<file path="src/rtl/div_seq_ctrl_if.sv">
// Bundle of the upstream operand stream, downstream result slot and divider START/DONE bus.
// slave is the controller's view; master is the view of whatever surrounds it.
interface div_seq_ctrl_if #(parameter int LEN = 16);
  logic           in_valid;
  logic           in_ready;
  logic [LEN-1:0] in_a;
  logic [LEN-1:0] in_b;
  logic           out_valid;
  logic           out_ready;
  logic [LEN-1:0] out_q;
  logic [LEN-1:0] out_r;
  logic           out_dz;
  logic           div_start;
  logic           div_done;
  logic [LEN-1:0] div_a;
  logic [LEN-1:0] div_b;
  logic [LEN-1:0] div_q;
  logic [LEN-1:0] div_r;

  modport slave (
    input  in_valid, in_a, in_b, out_ready, div_done, div_q, div_r,
    output in_ready, out_valid, out_q, out_r, out_dz, div_start, div_a, div_b
  );

  modport master (
    output in_valid, in_a, in_b, out_ready, div_done, div_q, div_r,
    input  in_ready, out_valid, out_q, out_r, out_dz, div_start, div_a, div_b
  );
endinterface

</file>
<file path="src/rtl/div_seq_ctrl.sv">
// Valid/ready front-end for a sequential START/DONE divider with a registered result slot,
// local divide-by-zero resolution and a sticky watchdog on a hung divider.
//
// state  | meaning
// IDLE   | waiting for an operand pair (in_ready=1)
// LAUNCH | pulsing div_start, clearing the watchdog
// BUSY   | divider running, or result ready but blocked by a full slot
// ZERO   | zero divisor, waiting to write the saturated result
module div_seq_ctrl #(
  parameter int LEN = 16
) (
  input  logic          clk,
  input  logic          rst_n,
  div_seq_ctrl_if.slave bus,
  output logic          err
);

  localparam int             WDW      = $clog2(LEN + 3);
  localparam logic [WDW-1:0] WD_LIMIT = WDW'(LEN + 2);

  typedef enum logic [1:0] {IDLE, LAUNCH, BUSY, ZERO} state_t;

  state_t         state, state_nxt;
  logic [LEN-1:0] opa, opa_nxt;
  logic [LEN-1:0] opb, opb_nxt;
  logic [WDW-1:0] wd, wd_nxt;
  logic           err_nxt;
  logic           out_valid, out_valid_nxt;
  logic [LEN-1:0] out_q, out_q_nxt;
  logic [LEN-1:0] out_r, out_r_nxt;
  logic           out_dz, out_dz_nxt;
  logic           slot_ok;
  logic           slot_wr;

  assign slot_ok       = !out_valid || bus.out_ready;
  // a write wins over the drain, so back-to-back results keep out_valid high
  assign out_valid_nxt = slot_wr || (out_valid && !bus.out_ready);

  always_ff @(posedge clk or negedge rst_n) begin
    if (!rst_n) begin
      state     <= IDLE;
      opa       <= '0;
      opb       <= '0;
      wd        <= '0;
      err       <= 1'b0;
      out_valid <= 1'b0;
      out_q     <= '0;
      out_r     <= '0;
      out_dz    <= 1'b0;
    end else begin
      state     <= state_nxt;
      opa       <= opa_nxt;
      opb       <= opb_nxt;
      wd        <= wd_nxt;
      err       <= err_nxt;
      out_valid <= out_valid_nxt;
      out_q     <= out_q_nxt;
      out_r     <= out_r_nxt;
      out_dz    <= out_dz_nxt;
    end
  end

  always_comb begin
    state_nxt  = state;
    opa_nxt    = opa;
    opb_nxt    = opb;
    wd_nxt     = wd;
    err_nxt    = err;
    slot_wr    = 1'b0;
    out_q_nxt  = out_q;
    out_r_nxt  = out_r;
    out_dz_nxt = out_dz;
    case (state)
      IDLE: begin
        if (bus.in_valid) begin
          opa_nxt   = bus.in_a;
          opb_nxt   = bus.in_b;
          state_nxt = (bus.in_b == '0) ? ZERO : LAUNCH;
        end
      end
      LAUNCH: begin
        wd_nxt    = '0;
        state_nxt = BUSY;
      end
      BUSY: begin
        // watchdog only runs while the divider is still busy; a blocked slot never trips it
        if (!bus.div_done) begin
          wd_nxt = wd + WDW'(1);
          if (wd_nxt == WD_LIMIT) begin
            err_nxt   = 1'b1;
            state_nxt = IDLE;
          end
        end else if (slot_ok) begin
          slot_wr    = 1'b1;
          out_q_nxt  = bus.div_q;
          out_r_nxt  = bus.div_r;
          out_dz_nxt = 1'b0;
          state_nxt  = IDLE;
        end
      end
      ZERO: begin
        if (slot_ok) begin
          slot_wr    = 1'b1;
          out_q_nxt  = '1;
          out_r_nxt  = opa;
          out_dz_nxt = 1'b1;
          state_nxt  = IDLE;
        end
      end
      default: state_nxt = IDLE;
    endcase
  end

  assign bus.in_ready  = (state == IDLE);
  assign bus.div_start = (state == LAUNCH);
  assign bus.div_a     = opa;
  assign bus.div_b     = opb;
  assign bus.out_valid = out_valid;
  assign bus.out_q     = out_q;
  assign bus.out_r     = out_r;
  assign bus.out_dz    = out_dz;

endmodule

</file>
<file path="src/flat_wrapper.sv">
// flat-port wrapper written by rule: the top's interface ports become plain ports
module div_seq_ctrl_flat 
#(
  parameter int LEN = 16
)
  (clk, rst_n, err, bus_in_valid, bus_in_a, bus_in_b, bus_out_ready, bus_div_done, bus_div_q, bus_div_r, bus_in_ready, bus_out_valid, bus_out_q, bus_out_r, bus_out_dz, bus_div_start, bus_div_a, bus_div_b);
  div_seq_ctrl_if #(.LEN(LEN)) bus_i ();
  input  logic clk;
  input  logic rst_n;
  output logic err;
  input wire logic [$bits(bus_i.in_valid)-1:0] bus_in_valid;
  input wire logic [$bits(bus_i.in_a)-1:0] bus_in_a;
  input wire logic [$bits(bus_i.in_b)-1:0] bus_in_b;
  input wire logic [$bits(bus_i.out_ready)-1:0] bus_out_ready;
  input wire logic [$bits(bus_i.div_done)-1:0] bus_div_done;
  input wire logic [$bits(bus_i.div_q)-1:0] bus_div_q;
  input wire logic [$bits(bus_i.div_r)-1:0] bus_div_r;
  output wire logic [$bits(bus_i.in_ready)-1:0] bus_in_ready;
  output wire logic [$bits(bus_i.out_valid)-1:0] bus_out_valid;
  output wire logic [$bits(bus_i.out_q)-1:0] bus_out_q;
  output wire logic [$bits(bus_i.out_r)-1:0] bus_out_r;
  output wire logic [$bits(bus_i.out_dz)-1:0] bus_out_dz;
  output wire logic [$bits(bus_i.div_start)-1:0] bus_div_start;
  output wire logic [$bits(bus_i.div_a)-1:0] bus_div_a;
  output wire logic [$bits(bus_i.div_b)-1:0] bus_div_b;
  assign bus_i.in_valid = bus_in_valid;
  assign bus_i.in_a = bus_in_a;
  assign bus_i.in_b = bus_in_b;
  assign bus_i.out_ready = bus_out_ready;
  assign bus_i.div_done = bus_div_done;
  assign bus_i.div_q = bus_div_q;
  assign bus_i.div_r = bus_div_r;
  assign bus_in_ready = bus_i.in_ready;
  assign bus_out_valid = bus_i.out_valid;
  assign bus_out_q = bus_i.out_q;
  assign bus_out_r = bus_i.out_r;
  assign bus_out_dz = bus_i.out_dz;
  assign bus_div_start = bus_i.div_start;
  assign bus_div_a = bus_i.div_a;
  assign bus_div_b = bus_i.div_b;
  div_seq_ctrl #(.LEN(LEN)) u_core (.clk(clk), .rst_n(rst_n), .bus(bus_i), .err(err));
endmodule
</file>
<file path="config.mk">
export PLATFORM = sky130hd
export DESIGN_NAME = div_seq_ctrl_flat
export DESIGN_NICKNAME = d
export VERILOG_FILES = /design/src/rtl/div_seq_ctrl_if.sv /design/src/rtl/div_seq_ctrl.sv /design/src/flat_wrapper.sv
export SDC_FILE = /design/constraint.sdc
export NUM_CORES = 1
export LEC_CHECK = 0
export CAP_MARGIN = 20
export CORE_MARGIN = 5
export CORE_UTILIZATION = 42
export DETAILED_ROUTE_END_ITERATION = 10
export PLACE_DENSITY = 0.79
export SLEW_MARGIN = 20
export SYNTH_ARGS = -nofsm -noshare
export SYNTH_HDL_FRONTEND = slang
export SYNTH_SLANG_ARGS = --single-unit
export TNS_END_PERCENT = 100
</file>
<file path="constraint.sdc">
create_clock -name clk -period 2.1 [get_ports clk]
set_input_delay 0.42 -clock clk [delete_from_list [all_inputs] [get_ports clk]]
set_output_delay 0.42 -clock clk [all_outputs]
set_load 0.01 [all_outputs]
</file>
==> results of run 1 <==
[kinds of logic (layout without fill, tap and decap cells)]
kind of cell               Yosys count  in the layout  share of synthesized area, %
DFF                                 74             74                         57.88
and+or+nand+nor                     82             82                         11.69
buffers and inverters               20            163                         4.302
muxes                               49             49                         16.58
xor gates and xnor gates             2              2                        0.5476
adders and majority gates            2              2                        0.7820
AOI/OAI and AO/OA                   49             49                         8.213
[cells in the mapped netlist, types with 3 or more instances]
cell / n / area, um^2
and2_1: 3 / 18.77
buf_4: 10 / 75.07
buf_6: 3 / 33.78
clkbuf_1: 3 / 11.26
dfrtp_1: 74 / 1852
mux2_2: 30 / 337.8
mux2i_1: 17 / 170.2
nand2_1: 37 / 138.9
nand2b_1: 6 / 37.54
nand3_1: 4 / 20.02
nor2_1: 19 / 71.32
nor4_1: 3 / 18.77
o21ai_0: 40 / 200.2
[what timing repair did]
| action | CTS | global route |
|---|---|---|
| setup endpoints to repair | 0 | 1 |
| setup buffers | 0 | 0 |
| gates resized for setup | 0 | 2 |
[worst reg2reg max path, cell delays in order, from the launching register on]
cell      delay, ns
dfrtp_1        0.44
ha_1           0.30
nor4b_1        0.31
a311oi_1       0.10
or3_1          0.38
[final cells by class]
type / instances / share of cell area [%]
Clock buffer: 11 / 2.890
Clock inverter: 5 / 1.100
Inverter: 2 / 0.1535
Multi-Input combinational cell: 184 / 24.91
Sequential cell: 74 / 37.88
Tap cell: 99 / 2.532
Timing Repair Buffer: 145 / 30.54
[stage by stage]
stage | utilization (%) | worst slack (ns) | std cells | power (mW) | area [um^2]
2_1_floorplan | - | 0.6283 | 278 | 4.061 | 3199
3_3_place_gp | 64.02 | 0.2559 | 504 | 5.778 | 4693
3_5_place_dp | 64.02 | 0.2568 | 504 | 5.909 | 4693
4_1_cts | 66.68 | 0.03390 | 520 | 7.019 | 4888
5_1_grt | 66.73 | 0.1311 | 520 | 7.407 | 4892
6_report | 66.73 | 0.2425 | 520 | 6.915 | 4892
[routing by layer]
metal	global-route usage [%]	share of wire, %	wire (um)	vias up
met4	7.561	2.5	198	0
met1	20.86	40	3167	1198
met2	27.44	49	3934	89
met5	0	0	0	-
li1	-	-	-	1231
met3	7.035	8.7	696	16
[power breakdown]
part | internal [mW] | switching, mW
clock | 0.578 | 0.515
combinational | 1.92 | 1.35
sequential | 2.11 | 0.438
total | 4.61 | 2.31
[registers in the layout (all words and copies together) (netlist names)]
| signal | count |
|---|---|
| u_core.bus.out_valid | 1 |
| u_core.bus.div_a | 16 |
| u_core.err | 1 |
| u_core.state | 2 |
| u_core.bus.out_dz | 1 |
| u_core.wd | 5 |
| u_core.bus.out_r | 16 |
| u_core.bus.out_q | 16 |
| u_core.bus.div_b | 16 |
[layout by cell type (no fill, tap or decap), types with 2 or more instances in the layout]
cell type	instances
buf_4	4
o31ai_1	2
nor2_1	19
and2_1	2
mux2_2	30
nand3_1	4
buf_12	5
mux2i_1	17
dfrtp_1	73
inv_1	2
clkbuf_8	10
clkdlybuf4s50_1	135
o21ai_0	40
a21oi_1	2
ha_1	2
nand2_1	37
mux2_1	2
clkinv_2	3
nor4_1	3
or3_1	2
nand2b_1	5
nor3_1	2
[final timing paths]
check / end / slack, ns / depth (start not counted)
worst max-delay path: bus_in_ready / 0.24 / 2
worst min-delay path: u_core.wd[1]$_DFFE_PN0P_ / 0.08 / 1
worst max register to register: u_core.state[1]$_DFFE_PN0P_ / 0.44 / 4
worst min register to register: u_core.err$_DFFE_PN0P_ / 0.48 / 1
max in group asynchronous: u_core.state[1]$_DFFE_PN0P_ / 1.43 / 2
min in group clk: u_core.err$_DFFE_PN0P_ / 0.48 / 1
==> impl_metrics.csv, run 1 <==
group,metric,value,unit
logic_synthesis,synthesis.nets,349,
global_route,antenna_found_initial,0,
clock_tree,cts.clk_slew.worst_paths,0.07,ns
global_route,grt_pass1_wl,13170,um
clock_tree,ctsHtreeMaxLevel,3,
sta,finalClockSkew,0.009701,ns
global_route,grt_pass1_vias,2628,
finish,n_antenna_cell,0,
setup_path,critPathSlowestCell,"clkdlybuf4s50_1",
finish,area_delta_synth_final,52.91,%
finish,multiInputGateArea,1219,um^2
clock_tree,cts_made_buffers,9,
power_and_ir_drop,leakagePower,2.055,nW
drt,drt-pass1-iter-count,4,
sta,finalMaxSlewViolations,0,
worst_hold_path,hold_class,"in -> async",
floorplanning,die-width,97.28,um
placed_design,portBuffers,137,
logic_synthesis,syn_area,3199,um^2
sta,whs,0.07786,ns
setup_path,crit_arrival,1.44,ns
logic_synthesis,yosysWarningCount,0,
power_and_ir_drop,powerDensity,1414,nW/um^2
drt,first_iter_violations,83,
setup_path,path_max_fanout,9,
logic_synthesis,synth_cell_types,34,
floorplanning,die-area,9462,um^2
global_route,gr-total-overflow,0,
run_status,status,"finished clean",
sta,rsz0062_at_grt,"no",
finish,final_nets,487,
clock_tree,cts_sinks,74,
placed_design,routabilityCongestion,0.7312,
sta,tightest_slew,0.5738,ns
clock_tree,cts_tree,"done",
floorplanning,fp.dieH,97.28,um
setup_path,critical_path.cell_chain,"nor2_1 -> clkdlybuf4s50_1",
logic_synthesis,synth-main-ff-cell,"dfrtp_1",
drt,ant_nets,0,
setup_path,cp_slowest_stage_delay,0.55,ns
global_route,grt_usage,17.34,%
sta,max_slew_margin,61.74,%
clock_tree,clockBufferDepth,2,
logic_synthesis,yosysSeqAreaShare,57.88,%
drt,routedWlPerCell,15.38,um
drt,totalWireLength,7997,um
drt,vias,2534,
floorplanning,rows,31,
logic_synthesis,async_reset_ff_share,100.0,%
placed_design,hpwl,5986,um
power_and_ir_drop,ir_drop,0.7465,mV
clock_tree,root_buffer,"clkbuf_8",
clock_tree,ctsHoldBuffers,0,
run,drv_cap,0,
sta,finalHoldViolations,0,
setup_path,crit_family,"buffers and inverters",
sta,setup_tns,0,ns
logic_synthesis,syn_inst,278,
setup_path,critPathKind,"reg -> out",
clock_tree,clock_latency,0.35,ns
setup_path,cp-start-kind,"register",
logic_synthesis,synth-edff-count,0,
logic_synthesis,postSynthAreaPerCell,11.51,um^2
setup_path,cp-end-kind,"primary output",
drt,drc_errors,0,
floorplanning,fp.coreArea,7331,um^2
global_route,grt_max_degree,45,
finish,register_area,1853,um^2
floorplanning,io_pins,138,
sta,fin_crit,1.858,ns
sta,fmaxAchievable,538.4,MHz
finish,fillers,564,
setup_path,cp_num_buf_inv,1,
setup_path,worstPathRequired,1.68,ns
finish,drive_gt1_share,13.78,%
setup_path,r2r_start,"u_core.wd[0]$_DFFE_PN0P_",
logic_synthesis,synth-seq-cells,74,
floorplanning,initial_core_util,43.64,%
sta,setup_viol,0,
setup_path,critPathLaunch,"u_core.state[1]$_DFFE_PN0P_",
drt,drt-vias-per-instance,4.873,
sta,timing.final.crit_share,88.45,%
(Power assumes the default switching activity.)
==> run 2, diff against run 1 <==
--- a/config.mk
+++ b/config.mk
@@ -5,10 +5,12 @@
 export SDC_FILE = /design/constraint.sdc
 export NUM_CORES = 1
 export LEC_CHECK = 0
+export ABC_AREA = 1
 export CAP_MARGIN = 20
 export CORE_MARGIN = 5
 export CORE_UTILIZATION = 42
 export DETAILED_ROUTE_END_ITERATION = 10
+export GPL_TIMING_DRIVEN = 0
 export PLACE_DENSITY = 0.79
 export SLEW_MARGIN = 20
 export SYNTH_ARGS = -nofsm -noshare
==> impl_metrics.csv, run 2 <==
group,metric,value,unit
power_and_ir_drop,power_frac_comb,48.3,%
setup_path,r2r_start,"u_core.state[1]$_DFFE_PN0P_",
sta,max_slew_margin,65.23,%
power_and_ir_drop,seq_power_share,35.9,%
floorplanning,initial_core_util,43.80,%
logic_synthesis,synth-main-ff-cell,"dfrtp_1",
setup_path,critPathKind,"reg -> out",
clock_tree,cts_tree,"done",
worst_hold_path,holdPathEnd,"u_core.bus.div_b[15]$_DFFE_PN0P_",
global_route,grt_usage,18.86,%
drt,drt-vias-per-instance,4.891,
floorplanning,die-area,9493,um^2
finish,finalInstanceArea,4937,um^2
sta,setup_viol,0,
global_route,grt_pass1_vias,2971,
power_and_ir_drop,internal-power,4.501,mW
sta,finalHoldViolations,0,
finish,layout_commonest_cell,"clkdlybuf4s50_1",
drt,first_iter_violations,86,
clock_tree,root_buffer,"clkbuf_8",
power_and_ir_drop,swShare,35.73,%
power_and_ir_drop,p_sw,2.502,mW
drt,vias,2905,
clock_tree,clockBufferDepth,2,
floorplanning,rows,31,
global_route,grt_max_degree,58,
drt,totalWireLength,8913,um
power_and_ir_drop,ir_drop,0.8058,mV
placed_design,hpwl,6764,um
global_route,antenna_found_initial,0,
global_route,gr-total-overflow,0,
floorplanning,fp.coreArea,7331,um^2
setup_path,worstPathRequired,1.68,ns
finish,final_nets,561,
sta,fmaxAchievable,508.1,MHz
logic_synthesis,synthesis.nets,411,
placed_design,placed_cells,577,
setup_path,cp-end-kind,"primary output",
power_and_ir_drop,powerDensity,1419,nW/um^2
floorplanning,die-width,97.43,um
logic_synthesis,postSynthAreaPerCell,9.443,um^2
run_status,status,"finished clean",
logic_synthesis,synth_top_area_share,57.68,%
power_and_ir_drop,clockPowerShare,15.8,%
setup_path,cp-start-kind,"register",
placed_design,routabilityCongestion,0.8500,
clock_tree,ctsHtreeMaxLevel,3,
setup_path,path_max_fanout,7,
global_route,grt_pass1_wl,14490,um
floorplanning,fp.dieH,97.43,um
finish,n_antenna_cell,0,
power_and_ir_drop,totalPowerFinal,7.004,mW
sta,setup_tns,0,ns
sta,finalMaxSlewViolations,0,
finish,layout_common_cells,"clkdlybuf4s50_1, dfrtp_1, o21ai_0",
worst_hold_path,hp-start,"u_core.bus.div_b[15]$_DFFE_PN0P_",
finish,drive_gt1_share,10.30,%
logic_synthesis,yosysMostFrequentCell,"dfrtp_1",
logic_synthesis,yosysWarningCount,0,
logic_synthesis,synth_area_leaders,"dfrtp_1, o21ai_0, inv_1",
finish,fin_cells,594,
setup_path,worst-r2r-cell-count,7,
setup_path,critPathLaunch,"u_core.state[1]$_DFFE_PN0P_",
logic_synthesis,synth-edff-count,0,
placed_design,place_area,4731,um^2
finish,fillers,565,
sta,tightest_slew,0.5216,ns
drt,routedWlPerCell,15.01,um
worst_hold_path,min_path_cells,2,
setup_path,r2r-end,"u_core.bus.out_r[14]$_DFFE_PN0P_",
setup_path,crit_arrival,1.55,ns
placed_design,portBuffers,137,
finish,area_delta_synth_final,53.78,%
logic_synthesis,synth_cell_types,26,
logic_synthesis,synth_commonest_cells,"dfrtp_1, o21ai_0, inv_1",
clock_tree,cts.clk_slew.worst_paths,0.07,ns
worst_hold_path,hold_class,"reg -> reg",
clock_tree,cts_sinks,74,
floorplanning,io_pins,138,
drt,drt-pass1-iter-count,4,
sta,rsz0062_at_grt,"no",
run,drv_cap,0,
drt,ant_nets,0,
clock_tree,clock_latency,0.34,ns
logic_synthesis,yosysSeqAreaShare,57.68,%
setup_path,r2r_slack,0.51,ns
finish,multiInputGateArea,1066,um^2
logic_synthesis,synth_largest_area_cell,"dfrtp_1",
clock_tree,cts_made_buffers,9,
power_and_ir_drop,leakagePower,2.197,nW
finish,register_area,1852,um^2
sta,finalClockSkew,0.008249,ns
drt,drc_errors,0,
logic_synthesis,syn_area,3211,um^2
sta,fin_crit,1.968,ns
logic_synthesis,synth-seq-cells,74,
logic_synthesis,syn_inst,340,
sta,timing.final.crit_share,93.71,%
logic_synthesis,async_reset_ff_share,100.0,%
[run 2: layout make-up]
cell class / instances / area share [%]
Multi-Input combinational cell: 198 / 21.59
Buffer: 16 / 1.977
Inverter: 52 / 3.953
Sequential cell: 74 / 37.51
Timing Repair Buffer: 139 / 28.48
Clock buffer: 12 / 2.940
Tap cell: 99 / 2.509
Clock inverter: 4 / 1.039
[run 2: metrics by stage]
step | hold slack, ns | setup slack, ns | utilization (%)
finish | 0.4870 | 0.1321 | 67.35
global route | 0.5146 | 0.06717 | 67.35
CTS | 0.4896 | 0.1137 | 67.35
detailed placement | 0.3134 | 0.2173 | 64.53
global placement | 0.4638 | -1.980 | 64.19
floorplan | 0.1244 | 0.7878 | -
[run 2: power by group through the flow]
| stage | registers (mW) | logic, mW | clock network [mW] |
|---|---|---|---|
| 2_1_floorplan | 2.79 | 1.26 | 0 |
| 3_5_place_dp | 2.54 | 3.41 | 0 |
| 3_3_place_gp | 2.50 | 3.34 | 0 |
| 4_1_cts | 2.51 | 3.43 | 1.14 |
| 5_1_grt | 2.61 | 3.67 | 1.19 |
| 6_report | 2.51 | 3.39 | 1.10 |
[run 2: how the worst max path moves through the flow]
stage	cells past startpoint	slack (ns)	to
4_1_cts	2	0.11	bus_in_ready
6_report	2	0.13	bus_in_ready
3_5_place_dp	6	0.22	u_core.bus.out_r[0]$_DFFE_PN0P_
3_3_place_gp	1	-1.98	u_core.wd[2]$_DFFE_PN0P_
2_1_floorplan	4	0.79	u_core.bus.div_a[0]$_DFFE_PN0P_
5_1_grt	2	0.07	bus_in_ready
[run 2: cell families after synthesis]
| kind of cell | after synthesis | share of synthesized area [%] |
|---|---|---|
| buffers and inverters | 68 | 9.119 |
| and+or+nand+nor | 89 | 11.57 |
| AOI/OAI and AO/OA | 93 | 15.94 |
| DFF | 74 | 57.68 |
| muxes | 14 | 4.910 |
| adders and majority gates | 2 | 0.7793 |
[run 2: worst max-delay path, stage by stage, from the launching register on]
cell and delay, ns:
dfrtp_1 0.47, nor2_4 0.18, clkdlybuf4s50_1 0.57
[run 2: repair_timing]
item / 4_1_cts / 5_1_grt
hold endpoints to repair: 17 / 0
hold buffers: 1 / 0
gates resized for setup: 0 / 0
buffers inserted: 0 / 0
[run 2: layer usage]
layer	track usage, %	vias to the layer above	share of wire, %
met5	0	-	0
met4	6.070	0	1.5
met3	6.533	14	8.4
met2	30.94	113	48
met1	23.33	1385	42
li1	-	1393	-
==> run 3, diff against run 2 <==
--- a/config.mk
+++ b/config.mk
@@ -6,7 +6,6 @@
 export NUM_CORES = 1
 export LEC_CHECK = 0
 export ABC_AREA = 1
-export CAP_MARGIN = 20
 export CORE_MARGIN = 5
 export CORE_UTILIZATION = 42
 export DETAILED_ROUTE_END_ITERATION = 10
==> results of run 3 <==
No change in the layout: final DEF, timing and power equal those of run 2.
